$ cat config.mk
export PLATFORM = sky130hd
export DESIGN_NAME = sram_bist_ctrl
export DESIGN_NICKNAME = d
export VERILOG_FILES = /design/src/rtl/sram_bist_ctrl.sv
export SDC_FILE = /design/constraint.sdc
export NUM_CORES = 1
export LEC_CHECK = 0
export ABC_CLOCK_PERIOD_IN_PS = 2900
export CORE_MARGIN = 2
export CORE_UTILIZATION = 45
export DETAILED_ROUTE_END_ITERATION = 10
export PLACE_DENSITY = 0.79
export SKIP_LAST_GASP = 1
export SYNTH_ARGS = -nofsm -noshare
export SYNTH_HDL_FRONTEND = slang
export SYNTH_SLANG_ARGS = --single-unit
$ cat constraint.sdc
create_clock -name clk -period 2.9 [get_ports clk]
set_input_delay 0.725 -clock clk [delete_from_list [all_inputs] [get_ports clk]]
set_output_delay 0.725 -clock clk [all_outputs]
set_load 0.1 [all_outputs]
$ cat src/rtl/sram_bist_ctrl.sv
// sram_bist_ctrl: march-style BIST initiator for a dual-port SRAM.
// Writes a background through port A and reads it back through port B.
// It then writes the inverted background through port B (descending) and
// reads it back through port A. The first mismatch is reported.
//
// state    | meaning
// ---------+-----------------------------------------------------------
// IDLE     | no test since reset; waiting for start
// INIT     | cycle 0 after start accepted; busy, no SRAM activity
// WR_A     | port A writes d(addr), addr ascending 0..DEPTH-1
// RD_B     | port B reads, addr ascending; compares lag by one cycle
// FLUSH_B  | no enables; last RD_B compare
// WR_B     | port B writes ~d(addr), addr descending DEPTH-1..0
// RD_A     | port A reads, addr descending; compares lag by one cycle
// FLUSH_A  | no enables; last RD_A compare
// DONE     | result held (pass or fail); start restarts the test
module sram_bist_ctrl #(
  parameter int                ADDR_W  = 4,
  parameter int                DATA_W  = 16,
  parameter logic [DATA_W-1:0] PATTERN = 16'hA5A5
) (
  input  logic              clk,
  input  logic              rst,
  input  logic              start,
  output logic              busy,
  output logic              done,
  output logic              pass,
  output logic              fail,
  output logic              fail_port,
  output logic [ADDR_W-1:0] fail_addr,
  output logic [DATA_W-1:0] fail_data,
  output logic              mem_we_a,
  output logic              mem_en_a,
  output logic [ADDR_W-1:0] mem_addr_a,
  output logic [DATA_W-1:0] mem_wdata_a,
  input  logic [DATA_W-1:0] mem_rdata_a,
  output logic              mem_we_b,
  output logic              mem_en_b,
  output logic [ADDR_W-1:0] mem_addr_b,
  output logic [DATA_W-1:0] mem_wdata_b,
  input  logic [DATA_W-1:0] mem_rdata_b
);

  typedef enum logic [3:0] {
    ST_IDLE, ST_INIT, ST_WR_A, ST_RD_B, ST_FLUSH_B,
    ST_WR_B, ST_RD_A, ST_FLUSH_A, ST_DONE
  } state_t;

  localparam logic [ADDR_W-1:0] ADDR_MAX = {ADDR_W{1'b1}};

  state_t            state, state_next;
  logic [ADDR_W-1:0] cnt, cnt_next;

  // Reads issued last cycle; their data is on rdata this cycle.
  logic              chk_a, chk_b;
  logic [ADDR_W-1:0] chk_addr_a, chk_addr_b;
  logic              mismatch, mismatch_port;
  logic [DATA_W-1:0] mismatch_data;
  logic [ADDR_W-1:0] mismatch_addr;

  logic              accept;
  logic              busy_n, done_n, pass_n, fail_n, fail_port_n;
  logic [ADDR_W-1:0] fail_addr_n;
  logic [DATA_W-1:0] fail_data_n;
  logic              we_a_n, en_a_n, we_b_n, en_b_n;
  logic [ADDR_W-1:0] addr_a_n, addr_b_n;
  logic [DATA_W-1:0] wdata_a_n, wdata_b_n;

  function automatic logic [DATA_W-1:0] pat_of(input logic [ADDR_W-1:0] a);
    return PATTERN ^ DATA_W'(a);
  endfunction

  // Compare returned read data against the expected background.
  always_comb begin
    mismatch      = 1'b0;
    mismatch_port = 1'b0;
    mismatch_addr = '0;
    mismatch_data = '0;
    if (chk_b && (mem_rdata_b != pat_of(chk_addr_b))) begin
      mismatch      = 1'b1;
      mismatch_port = 1'b1;
      mismatch_addr = chk_addr_b;
      mismatch_data = mem_rdata_b;
    end else if (chk_a && (mem_rdata_a != ~pat_of(chk_addr_a))) begin
      mismatch      = 1'b1;
      mismatch_port = 1'b0;
      mismatch_addr = chk_addr_a;
      mismatch_data = mem_rdata_a;
    end
  end

  // Next-state, address counter and next values of all registered outputs.
  always_comb begin
    state_next = state;
    cnt_next   = cnt;
    accept     = 1'b0;
    case (state)
      ST_IDLE, ST_DONE: begin
        if (start) begin
          accept     = 1'b1;
          state_next = ST_INIT;
        end
      end
      ST_INIT: begin
        state_next = ST_WR_A;
        cnt_next   = '0;
      end
      ST_WR_A: begin
        cnt_next = cnt + ADDR_W'(1);
        if (cnt == ADDR_MAX) state_next = ST_RD_B;
      end
      ST_RD_B: begin
        cnt_next = cnt + ADDR_W'(1);
        if (cnt == ADDR_MAX) state_next = ST_FLUSH_B;
      end
      ST_FLUSH_B: begin
        state_next = ST_WR_B;
        cnt_next   = ADDR_MAX;
      end
      ST_WR_B: begin
        cnt_next = cnt - ADDR_W'(1);
        if (cnt == '0) begin
          state_next = ST_RD_A;
          cnt_next   = ADDR_MAX;
        end
      end
      ST_RD_A: begin
        cnt_next = cnt - ADDR_W'(1);
        if (cnt == '0) state_next = ST_FLUSH_A;
      end
      ST_FLUSH_A: state_next = ST_DONE;
      default:    state_next = ST_IDLE;
    endcase
    // A mismatch ends the run immediately; the outstanding read is dropped.
    if (mismatch) state_next = ST_DONE;

    busy_n    = (state_next != ST_IDLE) && (state_next != ST_DONE);
    we_a_n    = (state_next == ST_WR_A);
    en_a_n    = (state_next == ST_RD_A);
    we_b_n    = (state_next == ST_WR_B);
    en_b_n    = (state_next == ST_RD_B);
    addr_a_n  = (we_a_n || en_a_n) ? cnt_next : '0;
    addr_b_n  = (we_b_n || en_b_n) ? cnt_next : '0;
    wdata_a_n = we_a_n ? pat_of(cnt_next) : '0;
    wdata_b_n = we_b_n ? ~pat_of(cnt_next) : '0;

    done_n      = done;
    pass_n      = pass;
    fail_n      = fail;
    fail_port_n = fail_port;
    fail_addr_n = fail_addr;
    fail_data_n = fail_data;
    if (accept) begin
      done_n      = 1'b0;
      pass_n      = 1'b0;
      fail_n      = 1'b0;
      fail_port_n = 1'b0;
      fail_addr_n = '0;
      fail_data_n = '0;
    end else if (mismatch) begin
      done_n      = 1'b1;
      pass_n      = 1'b0;
      fail_n      = 1'b1;
      fail_port_n = mismatch_port;
      fail_addr_n = mismatch_addr;
      fail_data_n = mismatch_data;
    end else if (state == ST_FLUSH_A) begin
      done_n = 1'b1;
      pass_n = 1'b1;
    end
  end

  // State, counter and compare pipeline registers.
  always_ff @(posedge clk or posedge rst) begin
    if (rst) begin
      state      <= ST_IDLE;
      cnt        <= '0;
      chk_a      <= 1'b0;
      chk_b      <= 1'b0;
      chk_addr_a <= '0;
      chk_addr_b <= '0;
    end else begin
      state      <= state_next;
      cnt        <= cnt_next;
      chk_a      <= mem_en_a && !mismatch;
      chk_b      <= mem_en_b && !mismatch;
      chk_addr_a <= mem_addr_a;
      chk_addr_b <= mem_addr_b;
    end
  end

  // Registered outputs: status and both SRAM ports.
  always_ff @(posedge clk or posedge rst) begin
    if (rst) begin
      busy        <= 1'b0;
      done        <= 1'b0;
      pass        <= 1'b0;
      fail        <= 1'b0;
      fail_port   <= 1'b0;
      fail_addr   <= '0;
      fail_data   <= '0;
      mem_we_a    <= 1'b0;
      mem_en_a    <= 1'b0;
      mem_addr_a  <= '0;
      mem_wdata_a <= '0;
      mem_we_b    <= 1'b0;
      mem_en_b    <= 1'b0;
      mem_addr_b  <= '0;
      mem_wdata_b <= '0;
    end else begin
      busy        <= busy_n;
      done        <= done_n;
      pass        <= pass_n;
      fail        <= fail_n;
      fail_port   <= fail_port_n;
      fail_addr   <= fail_addr_n;
      fail_data   <= fail_data_n;
      mem_we_a    <= we_a_n;
      mem_en_a    <= en_a_n;
      mem_addr_a  <= addr_a_n;
      mem_wdata_a <= wdata_a_n;
      mem_we_b    <= we_b_n;
      mem_en_b    <= en_b_n;
      mem_addr_b  <= addr_b_n;
      mem_wdata_b <= wdata_b_n;
    end
  end

endmodule
==> impl_metrics.ini, run 1 <==
[outcome]
status = completed

[synthesis]
synth_edf_count = 0
ys_seq_area_frac = 0.488
synth_top_area_cell = dfrtp_1
synthFlopType = dfrtp_1
yosys_warnings = 0
ys_types = 54
syn_area_mm2 = 0.00323
yosysTopAreaCellShare = 0.488
syn-instance-count = 305
ys_ff_latch = 63
syn_avg_cell_area_um2 = 10.6
async_flop_share = 1.00
synthTopCellsByArea = dfrtp_1 (49%), buf_4 (6.5%), mux2i_1 (5.3%), a21oi_1 (3.9%), o21ai_0 (3.9%)
yosysMostFrequentCell = dfrtp_1
synthTopCellsByCount = dfrtp_1 (63), buf_4 (28), a21oi_1 (25), o21ai_0 (25), nor2_1 (22)

[critical_path]
worstPathRequired_ns = 3.12
slowest_stage = clkdlybuf4s50_1
path_cells = clkdlybuf4s50_1, and4bb_1, nand4_1, o41ai_4, buf_12, nand2_4, a311o_1
cp_num_buf_inv = 2
critPathMaxStageDelay_ns = 0.45
cp-start-kind = input port
crit_type = in -> reg
cp_max_fo = 48
worstPathArrival_ns = 2.62
cp-end-kind = flop
crit_family = buffers and inverters

[layout]
synthToLayoutAreaGrowth_pct = 26.5
largest_registers = fail_data x16, mem_wdata_a x5, mem_wdata_b x5
diodes = 0
regMostFlops = fail_data
final_layout_size_suffix_gt1_frac = 0.222
largest_reg_flops = 16
fin_nets = 417

[clocking]
h-tree-depth = 3
cts-hold-fix-buffers = 0
cts_tree = yes
postCtsSetupBuffers = 0
cts_resized = 0
clk_pin_slew_ns = 0.07
clk_latency_ns = 0.33
clock_sink_count = 63
clockBufferDepth = 2
cts-root-buf = clkbuf_8
cts_buffers = 9

[worst_hold_path]
min_path_type = reg -> reg

[placement]
gp_congestion = 0.918
preCtsSetupSlack_ns = 0.169
io_buffers = 91
dp_hpwl_um = 5340

[floorplanning]
die_h_um = 88.7
core_mm2 = 0.00687
rows = 30
die_w_um = 88.7
num_io_pins = 104
die-area_mm2 = 0.00788
start_util = 0.470

[sta]
finalHoldViolCount = 0
fin_hold_ws_ns = 0.376
period_share = 0.827
fmax_ghz = 0.417
rsz0062_at_grt = false
period_needed_ns = 2.40
fin_ws_ns = 0.503
tightest_slew_ns = 0.648
skew_ns = 0.00953
drv_slew = 0
finalSetupTns_ns = 0
maxSlewHeadroom = 0.567
setup_violations = 0

[run]
max_cap_violations = 0

[detailed_routing]
wl_um = 7240
dr.pass1.iters = 4
drc_errors = 0
dr_total_vias = 2475
viasPerCell = 5.17
ant_nets = 0
wire_per_inst_um = 15.1
drtIter0Drc = 135

[grt]
grt_max_degree = 49
antenna_found_initial = 0
grt_pass1_vias = 2366
grt_first_pass_wirelength_um = 11100
grt_usage = 0.187
overflow = 0
stage by stage:
stage,area [µm²],util,std cells
CTS,4090,0.595,479
floorplan,3270,-,316
detailed placement,3940,0.573,465
global placement,3940,0.573,465
global route,4090,0.595,479
finish,4090,0.595,479
logic make-up after synthesis:
group | Yosys count | share of synthesized area
other | 1 | 0.00116
and+or+nand+nor | 74 | 0.144
AOI/OAI and AO/OA | 81 | 0.170
DFF | 63 | 0.488
muxes | 17 | 0.0527
xor gates and xnor gates | 11 | 0.0298
buffers and inverters | 56 | 0.107
adders and majority gates | 2 | 0.00774
layer usage:
metal  share of wire  GRT usage  vias up
met2            0.51      0.315       74
met3           0.059     0.0513       10
met4          0.0094     0.0606        0
met1            0.42      0.232     1204
met5               0          0        -
li1                -          -     1187
final timing paths:
| path | cells after the start | start | slack [ns] | end |
|---|---|---|---|---|
| setup / recovery | 7 | mem_rdata_b[12] | 0.50 | state[3] |
| max in group asynchronous | 3 | rst | 1.54 | mem_addr_b[0] |
| hold / removal | 0 | mem_addr_a[1] | 0.38 | chk_addr_a[1] |
| min in group asynchronous | 2 | rst | 0.77 | chk_addr_a[3] |
| setup reg to reg | 7 | cnt[0] | 0.70 | mem_addr_a[3] |
| hold reg to reg | 0 | mem_addr_a[1] | 0.38 | chk_addr_a[1] |
area by class of cell:
| type | instances | area, µm² |
|---|---|---|
| Multi-Input combinational cell | 197 | 1350 |
| Clock inverter | 4 | 25.0 |
| Sequential cell | 63 | 1580 |
| Clock buffer | 10 | 128 |
| Timing Repair Buffer | 95 | 836 |
| Tap cell | 96 | 120 |
| Inverter | 14 | 52.6 |
| Fill cell | 581 | 2780 |
worst register-to-register path, cell delays in order, from the launching register on:
cell and delay [ns]:
dfrtp_1 0.45, inv_1 0.11, ha_1 0.23, nor3b_4 0.29, o22ai_2 0.14, a311oi_4 0.42
nand4_1 0.27, nor2_1 0.21
placed cells by master (no fill, tap or decap), types with 2 or more instances in the layout:
master,count
xnor2_1,6
clkinv_2,2
dfrtp_1,63
nor3_1,6
o211a_1,2
o21ai_0,25
xor2_1,5
clkbuf_8,9
a21oi_1,25
nor4bb_1,4
mux2i_1,17
clkinvlp_4,2
a22oi_1,2
conb_1,12
a21boi_0,7
nor2_1,22
o221ai_1,3
o21a_1,2
and3_1,2
nand3_1,2
and4bb_1,2
nor2b_1,8
nand2_1,6
ha_1,2
buf_12,3
buf_4,58
inv_1,13
and2_1,3
nand2b_1,5
nand4_1,3
clkdlybuf4s50_1,34
a221oi_1,2
Power of run 1 is not shown: default switching activity piles up to over one toggle a cycle in this logic, so the estimate is an artifact.
==> inputs of run 2 (changes only) <==
--- a/config.mk
+++ b/config.mk
@@ -5,11 +5,11 @@
 export SDC_FILE = /design/constraint.sdc
 export NUM_CORES = 1
 export LEC_CHECK = 0
-export ABC_CLOCK_PERIOD_IN_PS = 2900
+export ABC_CLOCK_PERIOD_IN_PS = 1950
 export CORE_MARGIN = 2
-export CORE_UTILIZATION = 45
+export CORE_UTILIZATION = 42
 export DETAILED_ROUTE_END_ITERATION = 10
-export PLACE_DENSITY = 0.79
+export PLACE_DENSITY = 0.78
 export SKIP_LAST_GASP = 1
 export SYNTH_ARGS = -nofsm -noshare
 export SYNTH_HDL_FRONTEND = slang
==> constraint.sdc (replaced) <==
create_clock -name clk -period 1.95 [get_ports clk]
set_input_delay 0.4875 -clock clk [delete_from_list [all_inputs] [get_ports clk]]
set_output_delay 0.4875 -clock clk [all_outputs]
set_load 0.1 [all_outputs]
==> impl_metrics.ini, run 2 (synthesis gave the netlist of run 1 again) <==
[layout]
multi_input_area_mm2 = 0.00149
finalNonFillerCells = 537
layout.area.seq_mm2 = 0.00158
largest_registers = fail_data x16, mem_wdata_a x5, mem_wdata_b x5
largest_reg_flops = 16
postLayoutCoreUtil = 0.746
synthToLayoutAreaGrowth_pct = 70.2
final_layout_size_suffix_gt1_frac = 0.371
fin_nets = 469
regMostFlops = fail_data
fillers = 450
layout_common_cells = dfrtp_1 (62), buf_12 (62), buf_4 (42)

[sta]
drv_slew = 0
finalSetupTns_ns = -0.0480
fmax_ghz = 0.500
maxSlewHeadroom = 0.584
fin_ws_ns = -0.0480
rsz0062_at_grt = true
tightest_slew_ns = 0.624
setup_violations = 1
period_share = 1.02
finalHoldViolCount = 0
skew_ns = 0.0136
period_needed_ns = 2.00

[pwr]
finalPower_w = 0.0104
leakage_nw = 2.67
peakVddDrop_mv = 1.12
power_density_mw_per_mm2 = 1890

[placement]
io_buffers = 91
dp_hpwl_um = 6550
dpl.cell_count = 507
gp_congestion = 0.875

[clocking]
clockBufferDepth = 2
clock_sink_count = 63
h-tree-depth = 3
clk_pin_slew_ns = 0.07
clk_latency_ns = 0.34
cts_tree = yes
cts-root-buf = clkbuf_8
cts_buffers = 9

[detailed_routing]
dr_total_vias = 2839
ant_nets = 0
drc_errors = 0
wire_per_inst_um = 17.7
drtIter0Drc = 166
dr.pass1.iters = 5
viasPerCell = 5.29
wl_um = 9500

[worst_hold_path]
min_path_type = reg -> reg

[floorplanning]
die-area_mm2 = 0.00841
start_util = 0.439
die_h_um = 91.7
rows = 31
core_mm2 = 0.00737
num_io_pins = 104
die_w_um = 91.7

[grt]
grt_pass1_vias = 2896
antenna_found_initial = 0
grt_max_degree = 25
overflow = 0
grt_usage = 0.221
grt_first_pass_wirelength_um = 14600

[critical_path]
crit_type = reg -> reg
cp_max_fo = 13
path_cells = buf_4, nand2b_1, o22ai_2, a311oi_4, buf_4, nand2_1, nor4_2
worstPathArrival_ns = 2.24
critPathMaxStageDelay_ns = 0.61
cp-end-kind = flop
cp-start-kind = flop
slowest_stage = dfrtp_1
worstPathRequired_ns = 2.19
cpMostUsedCell = buf_4

[outcome]
status = complete, but fails checks
failed_checks = negative setup slack

[run]
max_cap_violations = 0
==> run 2: cell type report <==
cell class | instances | share of cell area
well taps | 99 | 0.0225
repair buffers | 147 | 0.365
multi-input cells | 197 | 0.270
clock buffers | 9 | 0.0225
diodes | 1 | 0.000455
inverters | 14 | 0.0102
clock inverters | 7 | 0.0221
flip-flops and latches | 63 | 0.287
==> run 2: what timing repair did <==
item,4_1_cts,5_1_grt
gates resized for setup,31,38
pin swaps,16,18
buffers inserted,6,6
endpoints found under the setup margin,47,46
hold buffers,0,0
gates cloned,1,0
==> run 2: stage by stage <==
step	area, µm²	hold WS [ns]	setup WS (ns)
4_1_cts	5320	0.446	-0.0191
3_3_place_gp	4970	0.419	-0.481
5_1_grt	5500	0.456	-0.186
2_1_floorplan	3280	0.548	0.0555
3_5_place_dp	4970	0.419	-0.501
6_report	5500	0.438	-0.0480
==> run 2: layer usage <==
metal / part of all wire / GRT usage / up-vias
li1: - / - / 1297
met1: 0.37 / 0.255 / 1408
met2: 0.55 / 0.399 / 116
met4: 0.017 / 0.0697 / 0
met3: 0.059 / 0.0592 / 18
met5: 0 / 0 / -
==> run 2: worst paths after layout <==
kind | start | end | slack (ns) | depth (start not counted)
setup / recovery | state[1] | mem_en_a | -0.05 | 7
setup reg to reg | state[1] | mem_en_a | -0.05 | 7
min in group asynchronous | rst | mem_en_b | 0.48 | 2
hold / removal | mem_addr_b[0] | chk_addr_b[0] | 0.44 | 0
max in group asynchronous | rst | cnt[3] | 1.02 | 3
hold reg to reg | mem_addr_b[0] | chk_addr_b[0] | 0.44 | 0
==> run 2: worst max-delay path, delay by kind of cell (launching register included) <==
kind,cells,cell delay [ns]
buffers and inverters,2,0.41
AO/OA/AOI/OAI,2,0.48
flip-flops,1,0.61
AND/OR/NAND/NOR,3,0.40
==> run 2: power breakdown <==
group / leakage, nW / switching [W] / internal (W)
clock network: 0.123 / 0.000523 / 0.000853
registers: 0.835 / 0.000537 / 0.00171
logic: 1.71 / 0.00409 / 0.00266
No activity file was read; power rests on OpenSTA's default activity.
